`src/rtl/ofdm_pkg.sv`:
```
// Shared OFDM transmit definitions: default widths, buffer state encoding
// and the QPSK constellation helper used by the mapper.
package ofdm_pkg;

  localparam int DW  = 16;
  localparam int NSC = 64;
  localparam int AMP = 11585;

  typedef enum logic [1:0] {
    BUF_EMPTY = 2'd0,
    BUF_ONE   = 2'd1,
    BUF_TWO   = 2'd2
  } buf_state_e;

  // Wide signed pair; callers size-cast to their sample width.
  typedef struct packed {
    logic signed [31:0] i;
    logic signed [31:0] q;
  } iq_pair_t;

  // Gray QPSK: bit1 -> I sign, bit0 -> Q sign, 1 means negative.
  function automatic iq_pair_t qpsk_map(
    input logic [1:0] dibit,
    input int         amp = AMP
  );
    iq_pair_t r;
    r.i = dibit[1] ? -amp : amp;
    r.q = dibit[0] ? -amp : amp;
    return r;
  endfunction

endpackage

```
`src/rtl/skid_buf.sv`:
```
// Two-entry skid buffer, valid/ready on both sides, registered outputs.
// Ports: in_data/in_valid/in_ready upstream, out_data/out_valid/out_ready down.
module skid_buf #(
  parameter int W = 2 * ofdm_pkg::DW
) (
  input  logic         clk,
  input  logic         rst,
  input  logic [W-1:0] in_data,
  input  logic         in_valid,
  output logic         in_ready,
  output logic [W-1:0] out_data,
  output logic         out_valid,
  input  logic         out_ready
);
  import ofdm_pkg::*;

  buf_state_e   state;
  buf_state_e   state_nx;
  logic [W-1:0] main_q;
  logic [W-1:0] skid_q;
  logic         in_xfer;
  logic         out_xfer;
  logic         ld_main_in;
  logic         ld_main_skid;
  logic         ld_skid;

  // ready depends on registered state only, never on out_ready
  assign in_ready  = (state != BUF_TWO);
  assign out_valid = (state != BUF_EMPTY);
  assign in_xfer   = in_valid & in_ready;
  assign out_xfer  = out_valid & out_ready;
  assign out_data  = main_q;

  always_ff @(posedge clk or negedge rst) begin
    if (!rst) state <= BUF_EMPTY;
    else      state <= state_nx;
  end

  always_comb begin
    state_nx = state;
    unique case (state)
      BUF_EMPTY: begin
        if (in_xfer) state_nx = BUF_ONE;
      end
      BUF_ONE: begin
        if (in_xfer && !out_xfer)      state_nx = BUF_TWO;
        else if (!in_xfer && out_xfer) state_nx = BUF_EMPTY;
      end
      BUF_TWO: begin
        if (out_xfer) state_nx = BUF_ONE;
      end
      default: state_nx = BUF_EMPTY;
    endcase
  end

  always_comb begin
    ld_main_in   = 1'b0;
    ld_main_skid = 1'b0;
    ld_skid      = 1'b0;
    unique case (state)
      BUF_EMPTY: ld_main_in = in_xfer;
      BUF_ONE: begin
        ld_main_in = in_xfer & out_xfer;
        ld_skid    = in_xfer & ~out_xfer;
      end
      BUF_TWO: ld_main_skid = out_xfer;
      default: ;
    endcase
  end

  always_ff @(posedge clk or negedge rst) begin
    if (!rst) begin
      main_q <= '0;
      skid_q <= '0;
    end else begin
      if (ld_main_in)        main_q <= in_data;
      else if (ld_main_skid) main_q <= skid_q;
      if (ld_skid)           skid_q <= in_data;
    end
  end

endmodule

```
`src/rtl/qam_mapper.sv`:
```
// QPSK mapper and subcarrier framer: dibits in, signed I/Q with sop/eop out.
// Ports: en/data_in/valid_in/ready_out upstream; i_out/q_out/valid_out/ready_in/sop/eop down.
module qam_mapper #(
  parameter int DW  = ofdm_pkg::DW,
  parameter int AMP = ofdm_pkg::AMP,
  parameter int NSC = ofdm_pkg::NSC
) (
  input  logic                 clk,
  input  logic                 rst,
  input  logic                 en,
  input  logic [1:0]           data_in,
  input  logic                 valid_in,
  output logic                 ready_out,
  output logic signed [DW-1:0] i_out,
  output logic signed [DW-1:0] q_out,
  output logic                 valid_out,
  input  logic                 ready_in,
  output logic                 sop,
  output logic                 eop
);
  import ofdm_pkg::*;

  localparam int SCW = $clog2(NSC);
  localparam logic [SCW-1:0] SC_LAST = SCW'(NSC - 1);

  iq_pair_t              map_w;
  logic signed [DW-1:0]  map_i;
  logic signed [DW-1:0]  map_q;
  logic                  buf_ready;
  logic [2*DW-1:0]       buf_data;
  logic [SCW-1:0]        sc;

  // map ahead of the buffer so it stores finished samples
  always_comb begin
    map_w = qpsk_map(data_in, AMP);
    map_i = DW'(map_w.i);
    map_q = DW'(map_w.q);
  end

  skid_buf #(
    .W(2 * DW)
  ) u_buf (
    .clk       (clk),
    .rst       (rst),
    .in_data   ({map_i, map_q}),
    .in_valid  (valid_in & en),
    .in_ready  (buf_ready),
    .out_data  (buf_data),
    .out_valid (valid_out),
    .out_ready (ready_in)
  );

  assign ready_out      = en & buf_ready;
  assign {i_out, q_out} = buf_data;

  always_ff @(posedge clk or negedge rst) begin
    if (!rst) begin
      sc <= '0;
    end else if (valid_out && ready_in) begin
      sc <= (sc == SC_LAST) ? '0 : sc + 1'b1;
    end
  end

  assign sop = valid_out & (sc == '0);
  assign eop = valid_out & (sc == SC_LAST);

endmodule

```
`config.mk`:
```
export PLATFORM = sky130hd
export DESIGN_NAME = qam_mapper
export DESIGN_NICKNAME = d
export VERILOG_FILES = /design/src/rtl/ofdm_pkg.sv /design/src/rtl/skid_buf.sv /design/src/rtl/qam_mapper.sv
export SDC_FILE = /design/constraint.sdc
export NUM_CORES = 1
export LEC_CHECK = 0
export CORE_ASPECT_RATIO = 1.25
export CORE_UTILIZATION = 65
export DETAILED_ROUTE_END_ITERATION = 10
export DONT_BUFFER_PORTS = 1
export GPL_TIMING_DRIVEN = 0
export PLACE_DENSITY = 0.8
export REMOVE_ABC_BUFFERS = 1
export SETUP_SLACK_MARGIN = 0.5
export SYNTH_ARGS = -nofsm -noshare
export SYNTH_HDL_FRONTEND = slang
export SYNTH_HIERARCHICAL = 1
export SYNTH_SLANG_ARGS = --single-unit
```
`constraint.sdc`:
```
create_clock -name clk -period 3.9 [get_ports clk]
set_input_delay 0.195 -clock clk [delete_from_list [all_inputs] [get_ports clk]]
set_output_delay 0.195 -clock clk [all_outputs]
set_load 0.05 [all_outputs]
```
; ---- After elaboration in Yosys (flattened, before gate mapping)
; Cells that the tools add are included.
[classes]
n_eq_ne = 7
add_sub_neg = 1
mux = 13
bitwise = 9
reduce_logical = 10
[op_table]
columns = op, count
row1 = 2-to-1 mux 32 bit, 2
row2 = 2-to-1 mux 16 bit, 2
row3 = bitwise AND 1 bit, 8
row4 = 2-to-1 mux 2 bit, 4
row5 = "adder 6 x 1 -> 6 bit, second input constant", 1
row6 = "equality test 6 bit, second input constant", 1
row7 = zero test 6 bit, 1
row8 = 2-to-1 mux 6 bit, 1
row9 = one-hot mux 2 bit (3 select lines), 1
row10 = "inequality test 2 x 1 -> 1 bit, second input constant", 2
row11 = nonzero test 2 bit, 2
row12 = logical AND 1 bit, 3
row13 = "inequality test 3 x 1 -> 1 bit, second input constant", 1
row14 = AND reduction 3 bit, 1
row15 = "equality test 2 x 1 -> 1 bit, second input constant", 1
row16 = "equality test 2 bit, second input constant", 1
row17 = zero test 1 bit, 2
row18 = zero test 2 bit, 1
row19 = 2-to-1 mux 1 bit, 2
row20 = "inequality test 2 bit, second input constant", 1
row21 = one-hot mux 1 bit (2 select lines), 1
row22 = NOT 1 bit, 1
[totals]
output_inout_bits = 36
ff_bits = 72
wordCells = 44

; ---- Depth between registers and ports, before layout
; Gate-level depths: netlist of the first run.
[depth]
ltp_word = 7
depth_mapped = 8

; ---- Modules after synthesis
; The synthesis of the first run kept the hierarchy.
[by_module_without_submodules]
columns = module, n_inst, cells_each, seq_area_each_um2, area_each_um2
row1 = skid_buf, 1, 191, 1651.6, 2766.4
row2 = qam_mapper, 1, 41, 150.1, 361.6

; ---- Worst setup path before layout of the first run
; OpenSTA, ideal clock, no wires.
[synth_path]
path_kind = register to register
from = reg u_buf.state[0]
to = reg u_buf.main_q[0] (netlist: u_buf/out_data[0])
n_path_buf = 2
setup_ns = 0.126
arrival_ns = 2.088
path_stages_with_launch = 9
t_required_ns = 3.774
slack_ns = 1.687
path_cell_list = dfrtp_1 > buf_6 > or2_2 > and2_1 > ha_1 > mux2i_1 > nor2_1 > buf_6 > a221o_1
[synth_between]
elab_chain_cells = 5
word_cells_on_any_way = 12
cone_classes = eq/ne: 3 / mux: 3 / bitwise: 3 / reduce/logical: 3
[synth_rtl]
columns = element, line
row1 = from (decl), skid_buf.sv:17  ; buf_state_e state;
row2 = from (signal assigned), skid_buf.sv:36  ; else state <= state_nx;
row3 = nonzero test 2 bit *, skid_buf.sv:29  ; assign out_valid = (state != BUF_EMPTY);
row4 = named net valid_out, qam_mapper.sv:16  ; output logic valid_out,
row5 = bitwise AND 1 bit *, skid_buf.sv:31  ; assign out_xfer = out_valid & out_ready;
row6 = bitwise AND 1 bit, skid_buf.sv:63  ; ld_main_in = in_xfer & out_xfer;
row7 = one-hot mux 1 bit (2 select lines), skid_buf.sv:60  ; unique case (state)
row8 = 2-to-1 mux 32 bit / nonzero test 2 bit (equally long branches), --
row9 = to (signal assigned), skid_buf.sv:76  ; if (ld_main_in) main_q <= in_data;
row10 = to (signal assigned), skid_buf.sv:77  ; else if (ld_main_skid) main_q <= skid_q;
row11 = to (decl), skid_buf.sv:19  ; logic [W-1:0] main_q;
; Mark *: on every way through the listed nets, which the timed path passes. The rest lies on a longest branch.
; A chain may end at the register's enable or synchronous reset.

; ---- Final worst setup path of the first run
[layout_path]
from = reg u_buf.state[1]
to = reg u_buf.skid_q[9]
[layout_between]
elab_chain_cells = 5
word_cells_on_any_way = 8
cone_classes = eq/ne: 2 / mux: 1 / bitwise: 4 / reduce/logical: 1
[layout_rtl]
columns = element, line
row1 = nonzero test 2 bit, skid_buf.sv:29
row2 = named net valid_out, qam_mapper.sv:16
row3 = bitwise AND 1 bit, skid_buf.sv:31
row4 = NOT 1 bit, skid_buf.sv:64  ; ld_skid = in_xfer & ~out_xfer;
row5 = bitwise AND 1 bit, skid_buf.sv:64
row6 = 2-to-1 mux 1 bit, skid_buf.sv:60
row7 = to (signal assigned), skid_buf.sv:78  ; if (ld_skid) skid_q <= in_data;
row8 = to (decl), skid_buf.sv:20  ; logic [W-1:0] skid_q;
; The timed path passes the listed nets, and every way through them passes these cells.

==> metrics, run 1 <==
grt ovf 0; number of different library cells in the post-synthesis netlist 32; # port buffers 0; register clock-pin slew on the reported worst setup and hold paths 70 ps; placed insts 282; CP Data Arrival Time 3100 ps; antenna diode count 0; clock buffer count from CTS 9; number of synthesis warnings 6; Worst Hold Depth 1; number of sinks driven by the clock tree 72; clock skew after layout 5.25 ps; die footprint 5100 um^2; compound-cell area share of the yosys netlist 0.126; endpoint of the worst hold-timing path u_buf/out_data[20]; maximum level of the CTS H-tree 3; worst-path fanout max 17; worst hold path type input port to flip-flop; Synth area leaders sky130_fd_sc_hd__dfrtp_1, sky130_fd_sc_hd__mux2_2, sky130_fd_sc_hd__a221o_1, sky130_fd_sc_hd__and2_1, sky130_fd_sc_hd__buf_6; top achievable clock speed 0.346 GHz; area share of fa/ha/maj cells after synthesis 0.0160; share of final-layout standard cells stronger than drive strength 1 0.211; Top Ports 43; overall fraction of global-route tracks in use 0.260; worst reg2reg startpoint u_buf/state[1]; Area Overhead vs Synth 8.80%; top routing layer in use met4; later-pin clock latency in the skew report 330 ps; post-route met1 wirelength 2520 um; beginning of the worst hold path data_in[1]; final net count 254; Met3 Routed Length 260 um; core area 4530 um^2; reg2reg setup slack 1010 ps; setup repair after global routing missed its margin no; Setup Crit Path Kind flip-flop to flip-flop; die boundary width 64.0 um; cells along the critical path or2_2 > and2_1 > inv_1 > ha_1 > nand3b_1 > buf_16 > mux2_2; Max stage delay cell, worst path sky130_fd_sc_hd__nand3b_1; Die Y-Extent 79.6 um; DPL Wire Length 3610 um; Top Family by Delay on Critical Path simple AND/OR/NAND/NOR gates; transition time of the tightest slew-check pin 998 ps; Routability Congestion 0.675; Synth Area in Simple Gates 0.111; Final Hold Violating Endpoints 0; mapped cell area 3130 um^2; worst hold margin 17.6 ps; dominant combinational cell family by area after synthesis compound AO/OA/AOI/OAI gates; clock tree from TritonCTS built; cell leakage power 0.00155 uW; cell accounting for the most synthesized area sky130_fd_sc_hd__dfrtp_1; total routed wirelength 5890 um; Cell Count, Final, Fillers Out 304; Setup Fix Bufs, Post-CTS 0; TNS Setup 0 ps; outcome finished clean; CTS Buffer Depth 2; Std-Cell Rows 27; Max-slew headroom 0.333; register area share after synthesis 0.576; initial antenna violation count 0; Final Max Tran Viols 0; via total after detailed routing 1946; Iter 0 DRT Violations 153; post-synthesis average cell area 13.5 um^2; Pwr Density 887 nW/um^2; share of Yosys cell area claimed by the top area cell type 0.576; number of optimization iterations in the first detailed-route pass 4; Worst EP required 4110 ps; WL met2 3070 um; starting density of the core 0.691; vias per cell 6.40; worst-case vdd ir drop 0.573 mV; largest net degree at the start of global routing 73; post-synthesis sequential element count 72; first-pass GRT wire length 9850 um; residual DRC count 0; Wirelength per Cell 19.4 um; sort of element at the end of the critical path flip-flop; number of global-route vias before repair 1992; CP peak stage delay 670 ps; xor-xnor portion of the synthesized cell area 0.00560; clock period minus worst slack 2890 ps; post-route antenna net violation count 0; type of origin of the critical path flip-flop; count of max-cap constraint violations 0; share of the clock period used by the worst path after layout 0.741; proportion of synthesized area in mux cells 0.122; path depth of the worst reg2reg path 7; cell at the root of the clock tree sky130_fd_sc_hd__clkbuf_8; final setup violating endpoints 0; count of buffer and inverter cells on the critical path 2; worst reg2reg endpoint u_buf/skid_q[9]; Gate Count Post-Synth 232
## how the worst max path moves through the flow
stage	startpoint	end	cells past startpoint
finish	u_buf/state[1]	u_buf/skid_q[9]	7
global route	u_buf/state[1]	u_buf/skid_q[10]	7
CTS	u_buf/state[1]	u_buf/skid_q[10]	7
detailed placement	u_buf/state[1]	u_buf/skid_q[9]	7
global placement	u_buf/state[1]	u_buf/out_data[13]	6
floorplan	u_buf/state[1]	u_buf/skid_q[10]	6
## power breakdown
part           switching (uW)  internal, uW  total (uW)
Sequential                788          1090        1880
Clock                     237           241         478
Combinational             288           374         663
## through the flow
step | total power [uW] | instance area (um^2) | setup slack, ps | utilization
3_3_place_gp | 2430 | 3100 | 749 | 0.685
6_report | 3020 | 3400 | 1010 | 0.752
4_1_cts | 3040 | 3380 | 1030 | 0.747
5_1_grt | 3170 | 3400 | 895 | 0.752
3_5_place_dp | 2530 | 3150 | 1040 | 0.696
2_1_floorplan | 2330 | 3030 | 1210 | -
## placed cells by master (no fill, tap or decap), types with 2 or more instances in the layout
| cell type | synthesis | final |
|---|---|---|
| sky130_fd_sc_hd__clkbuf_1 | 3 | 3 |
| sky130_fd_sc_hd__ha_1 | 4 | 4 |
| sky130_fd_sc_hd__nand3_1 | 2 | 2 |
| sky130_fd_sc_hd__mux2i_1 | 2 | 2 |
| sky130_fd_sc_hd__xnor2_1 | 2 | 2 |
| sky130_fd_sc_hd__a41oi_1 | 2 | 2 |
| sky130_fd_sc_hd__dlygate4sd3_1 | 0 | 7 |
| sky130_fd_sc_hd__buf_16 | 0 | 2 |
| sky130_fd_sc_hd__and2_1 | 38 | 38 |
| sky130_fd_sc_hd__clkbuf_8 | 0 | 10 |
| sky130_fd_sc_hd__nand2_1 | 7 | 7 |
| sky130_fd_sc_hd__dfrtp_1 | 72 | 72 |
| sky130_fd_sc_hd__o21ai_0 | 2 | 2 |
| sky130_fd_sc_hd__conb_1 | 1 | 4 |
| sky130_fd_sc_hd__inv_1 | 6 | 6 |
| sky130_fd_sc_hd__mux2_2 | 32 | 32 |
| sky130_fd_sc_hd__a221o_1 | 32 | 32 |
## kinds of logic after synthesis
kind of cell | after synthesis
buf+inv | 20
flops | 72
mux | 34
other cells | 1
simple gates | 58
xor+xnor | 2
fa+ha+maj | 4
compound gates | 41
## worst register-to-register path: stages (launching register included)
cell                       delay, ps
sky130_fd_sc_hd__dfrtp_1         450
sky130_fd_sc_hd__or2_2           480
sky130_fd_sc_hd__and2_1          250
sky130_fd_sc_hd__inv_1            60
sky130_fd_sc_hd__ha_1            130
sky130_fd_sc_hd__nand3b_1        670
sky130_fd_sc_hd__buf_16          440
sky130_fd_sc_hd__mux2_2          300
## area by class of cell
type                            count  area (um^2)
Sequential cell                    72         1800
Multi-Input combinational cell    143         1200
Fill cell                         301         1120
Clock buffer                       13          149
Timing Repair Buffer               11          148
Tap cell                           58         72.6
Inverter                            6         22.5
Clock inverter                      1         5.00
## flip-flops by register name, indices dropped and copies added (netlist names)
name	cells
u_buf/out_data	32
u_buf/state	2
u_buf/skid_q	32
sc	6
## layer usage
metal  global-route usage  vias up
li1                     -      864
met1                0.315     1032
met4               0.0909        0
met2                0.435       46
met5                    0        -
met3               0.0829        4
## synth_stat cells
cell type,n
sky130_fd_sc_hd__dfrtp_1,72
sky130_fd_sc_hd__and2_1,38
sky130_fd_sc_hd__a221o_1,32
sky130_fd_sc_hd__mux2_2,32
sky130_fd_sc_hd__buf_6,7
sky130_fd_sc_hd__nand2_1,7
sky130_fd_sc_hd__inv_1,6
sky130_fd_sc_hd__ha_1,4
sky130_fd_sc_hd__buf_2,3
sky130_fd_sc_hd__clkbuf_1,3
sky130_fd_sc_hd__a41oi_1,2
sky130_fd_sc_hd__mux2i_1,2
sky130_fd_sc_hd__nand3_1,2
sky130_fd_sc_hd__nor2_1,2
sky130_fd_sc_hd__o21ai_0,2
sky130_fd_sc_hd__xnor2_1,2
sky130_fd_sc_hd__a21o_1,1
sky130_fd_sc_hd__and3_1,1
sky130_fd_sc_hd__and3_4,1
sky130_fd_sc_hd__and3b_2,1
sky130_fd_sc_hd__buf_4,1
sky130_fd_sc_hd__conb_1,1
sky130_fd_sc_hd__nand2b_1,1
sky130_fd_sc_hd__nand3b_1,1
sky130_fd_sc_hd__nand4_1,1
sky130_fd_sc_hd__nor3_1,1
sky130_fd_sc_hd__o211ai_1,1
sky130_fd_sc_hd__o21ba_4,1
sky130_fd_sc_hd__o21bai_1,1
sky130_fd_sc_hd__o22ai_1,1
sky130_fd_sc_hd__or2_2,1
sky130_fd_sc_hd__or3_1,1
## timing repair
item / 4_1_cts / 5_1_grt
hold buffers: 6 / 2
endpoints found under the hold margin: 85 / 4
gates resized for setup: 0 / 0
No activity file was read; power rests on OpenSTA's default activity.
==> inputs of run 2 (changes only) <==
==> constraint.sdc (replaced) <==
create_clock -name clk -period 2.66 [get_ports clk]
set_input_delay 0.133 -clock clk [delete_from_list [all_inputs] [get_ports clk]]
set_output_delay 0.133 -clock clk [all_outputs]
set_load 0.05 [all_outputs]
==> run 2 against run 1 <==
Net effect:
- sequential power increased by 47%
- highest routed layer unchanged
- largest power group unchanged
- global-route usage increased by 1.2 points
- register-to-register slack lost 470 ps
- flip-flop and latch count did not move
- setup slack worse by 470 ps
- sequential share of layout area is 1.1 points lower
==> metrics, run 2 (same netlist as run 1, synthesis figures left out) <==
outcome finished clean; Routability Congestion 0.675; clock period minus worst slack 2120 ps; register clock-pin slew on the reported worst setup and hold paths 70 ps; most used cell along the critical path sky130_fd_sc_hd__buf_4; share of the clock period used by the worst path after layout 0.796; setup repair after global routing missed its margin no; number of sinks driven by the clock tree 72; clock skew after layout 5.83 ps; Worst EP required 2870 ps; worst hold path type input port to flip-flop; DPL Wire Length 3610 um; Die Y-Extent 79.6 um; count of buffer and inverter cells on the critical path 2; sort of element at the end of the critical path flip-flop; worst-path fanout max 16; number of global-route vias before repair 2042; Setup WS pre-CTS -204 ps; maximum level of the CTS H-tree 3; Pwr Density 1300 nW/um^2; Top Ports 43; cell leakage power 0.00158 uW; Std-Cell Rows 27; most frequent standard cell in the layout excluding fill and tap cells sky130_fd_sc_hd__dfrtp_1; # port buffers 0; core area 4530 um^2; cells along the critical path buf_4 > nand2b_1 > and2_1 > ha_1 > mux2i_4 > buf_4 > o21ba_4 > a221o_1; Max stage delay cell, worst path sky130_fd_sc_hd__dfrtp_2; worst-case setup margin in the final layout 542 ps; placement-stage cell area 3150 um^2; via total after detailed routing 1965; largest net degree at the start of global routing 73; vias per cell 6.40; top achievable clock speed 0.472 GHz; worst-case vdd ir drop 0.846 mV; residual DRC count 0; clock tree from TritonCTS built; clock buffer count from CTS 9; transition time of the tightest slew-check pin 642 ps; Max-slew headroom 0.570; CP Data Arrival Time 2330 ps; Iter 0 DRT Violations 169; count of max-cap constraint violations 0; die footprint 5100 um^2; commonest non-fill, non-tap cells in the layout sky130_fd_sc_hd__dfrtp_1, sky130_fd_sc_hd__and2_1, sky130_fd_sc_hd__a221o_1, sky130_fd_sc_hd__mux2_2, sky130_fd_sc_hd__clkbuf_8; Wirelength per Cell 20.2 um; worst hold margin 53.0 ps; total routed wirelength 6200 um; final setup violating endpoints 0; final net count 257; antenna diode count 0; grt ovf 0; die boundary width 64.0 um; starting density of the core 0.691; initial antenna violation count 0; first-pass GRT wire length 10200 um; post-route antenna net violation count 0; CP peak stage delay 410 ps; number of optimization iterations in the first detailed-route pass 4; Final Hold Violating Endpoints 0; cell at the root of the clock tree sky130_fd_sc_hd__clkbuf_8; Final Max Tran Viols 0; Area Overhead vs Synth 11.2%; share of final-layout standard cells stronger than drive strength 1 0.249; CTS Buffer Depth 2; Total Power Consumption 4530 uW; later-pin clock latency in the skew report 330 ps; area of all placed cells without fillers 3480 um^2; overall fraction of global-route tracks in use 0.272; Setup Crit Path Kind flip-flop to flip-flop; Top Family by Delay on Critical Path compound AO/OA/AOI/OAI gates; type of origin of the critical path flip-flop
==> run 2: cell types whose count changed in the layout (fill, tap and decap cells not counted), moves of 2 or more <==
| cell | delta |
|---|---|
| sky130_fd_sc_hd__buf_12 | +2 |
| sky130_fd_sc_hd__dfrtp_2 | +2 |
| sky130_fd_sc_hd__dlygate4sd3_1 | -3 |
| sky130_fd_sc_hd__dfrtp_1 | -2 |
| sky130_fd_sc_hd__buf_4 | +3 |
==> run 2: stage by stage <==
stage                     TNS [ps]   util  cells
after floorplan               -791      -    221
after global placement      -29130  0.685    279
after detailed placement     -3480  0.696    282
after CTS                        0  0.766    306
after global routing             0  0.768    307
final                            0  0.768    307
==> run 2: layout make-up <==
type                            instances  area (um^2)
Sequential cell                        72         1800
Multi-Input combinational cell        144         1240
Fill cell                             287         1050
Timing Repair Buffer                   13          180
Clock buffer                           13          149
Tap cell                               58         72.6
Inverter                                6         22.5
Clock inverter                          1         5.00
==> run 2: timing repair <==
item,CTS,global route
buffers inserted,4,1
hold buffers,5,0
gates cloned,1,0
resized for setup,7,1
endpoints found under the setup margin,65,62
hold endpoints to repair,113,0
pin swaps,3,1
==> run 2: routing by layer <==
metal	vias to the layer above	track usage	part of all wire
li1	877	-	-
met2	59	0.457	0.52
met1	1021	0.329	0.41
met4	0	0.100	0.012
met5	-	0	0
met3	8	0.0829	0.054
==> run 2: tightest hold or removal path, cell delays in order <==
cell	delay (ps)
sky130_fd_sc_hd__nand2_1	80
sky130_fd_sc_hd__nand2_1	60
sky130_fd_sc_hd__o21ai_0	70
==> run 2: path summary, 6_finish.rpt <==
kind	startpoint	end	cells after the start	slack, ps
hold reg to reg	u_buf/skid_q[6]	u_buf/skid_q[6]	1	500
hold / removal	ready_in	sc[0]	3	50
setup / recovery	u_buf/state[1]	u_buf/out_data[19]	8	540
setup reg to reg	u_buf/state[1]	u_buf/out_data[19]	8	540
min in group asynchronous	rst	sc[0]	2	340
max in group asynchronous	rst	u_buf/skid_q[4]	2	2040
==> run 2: power breakdown <==
part	leakage (uW)	total [uW]	switching (uW)	internal, uW
sequential	0.000876	2760	1160	1600
combinational	0.000620	1070	459	608
clock	0.0000794	705	352	353
total	0.00158	4530	1970	2560
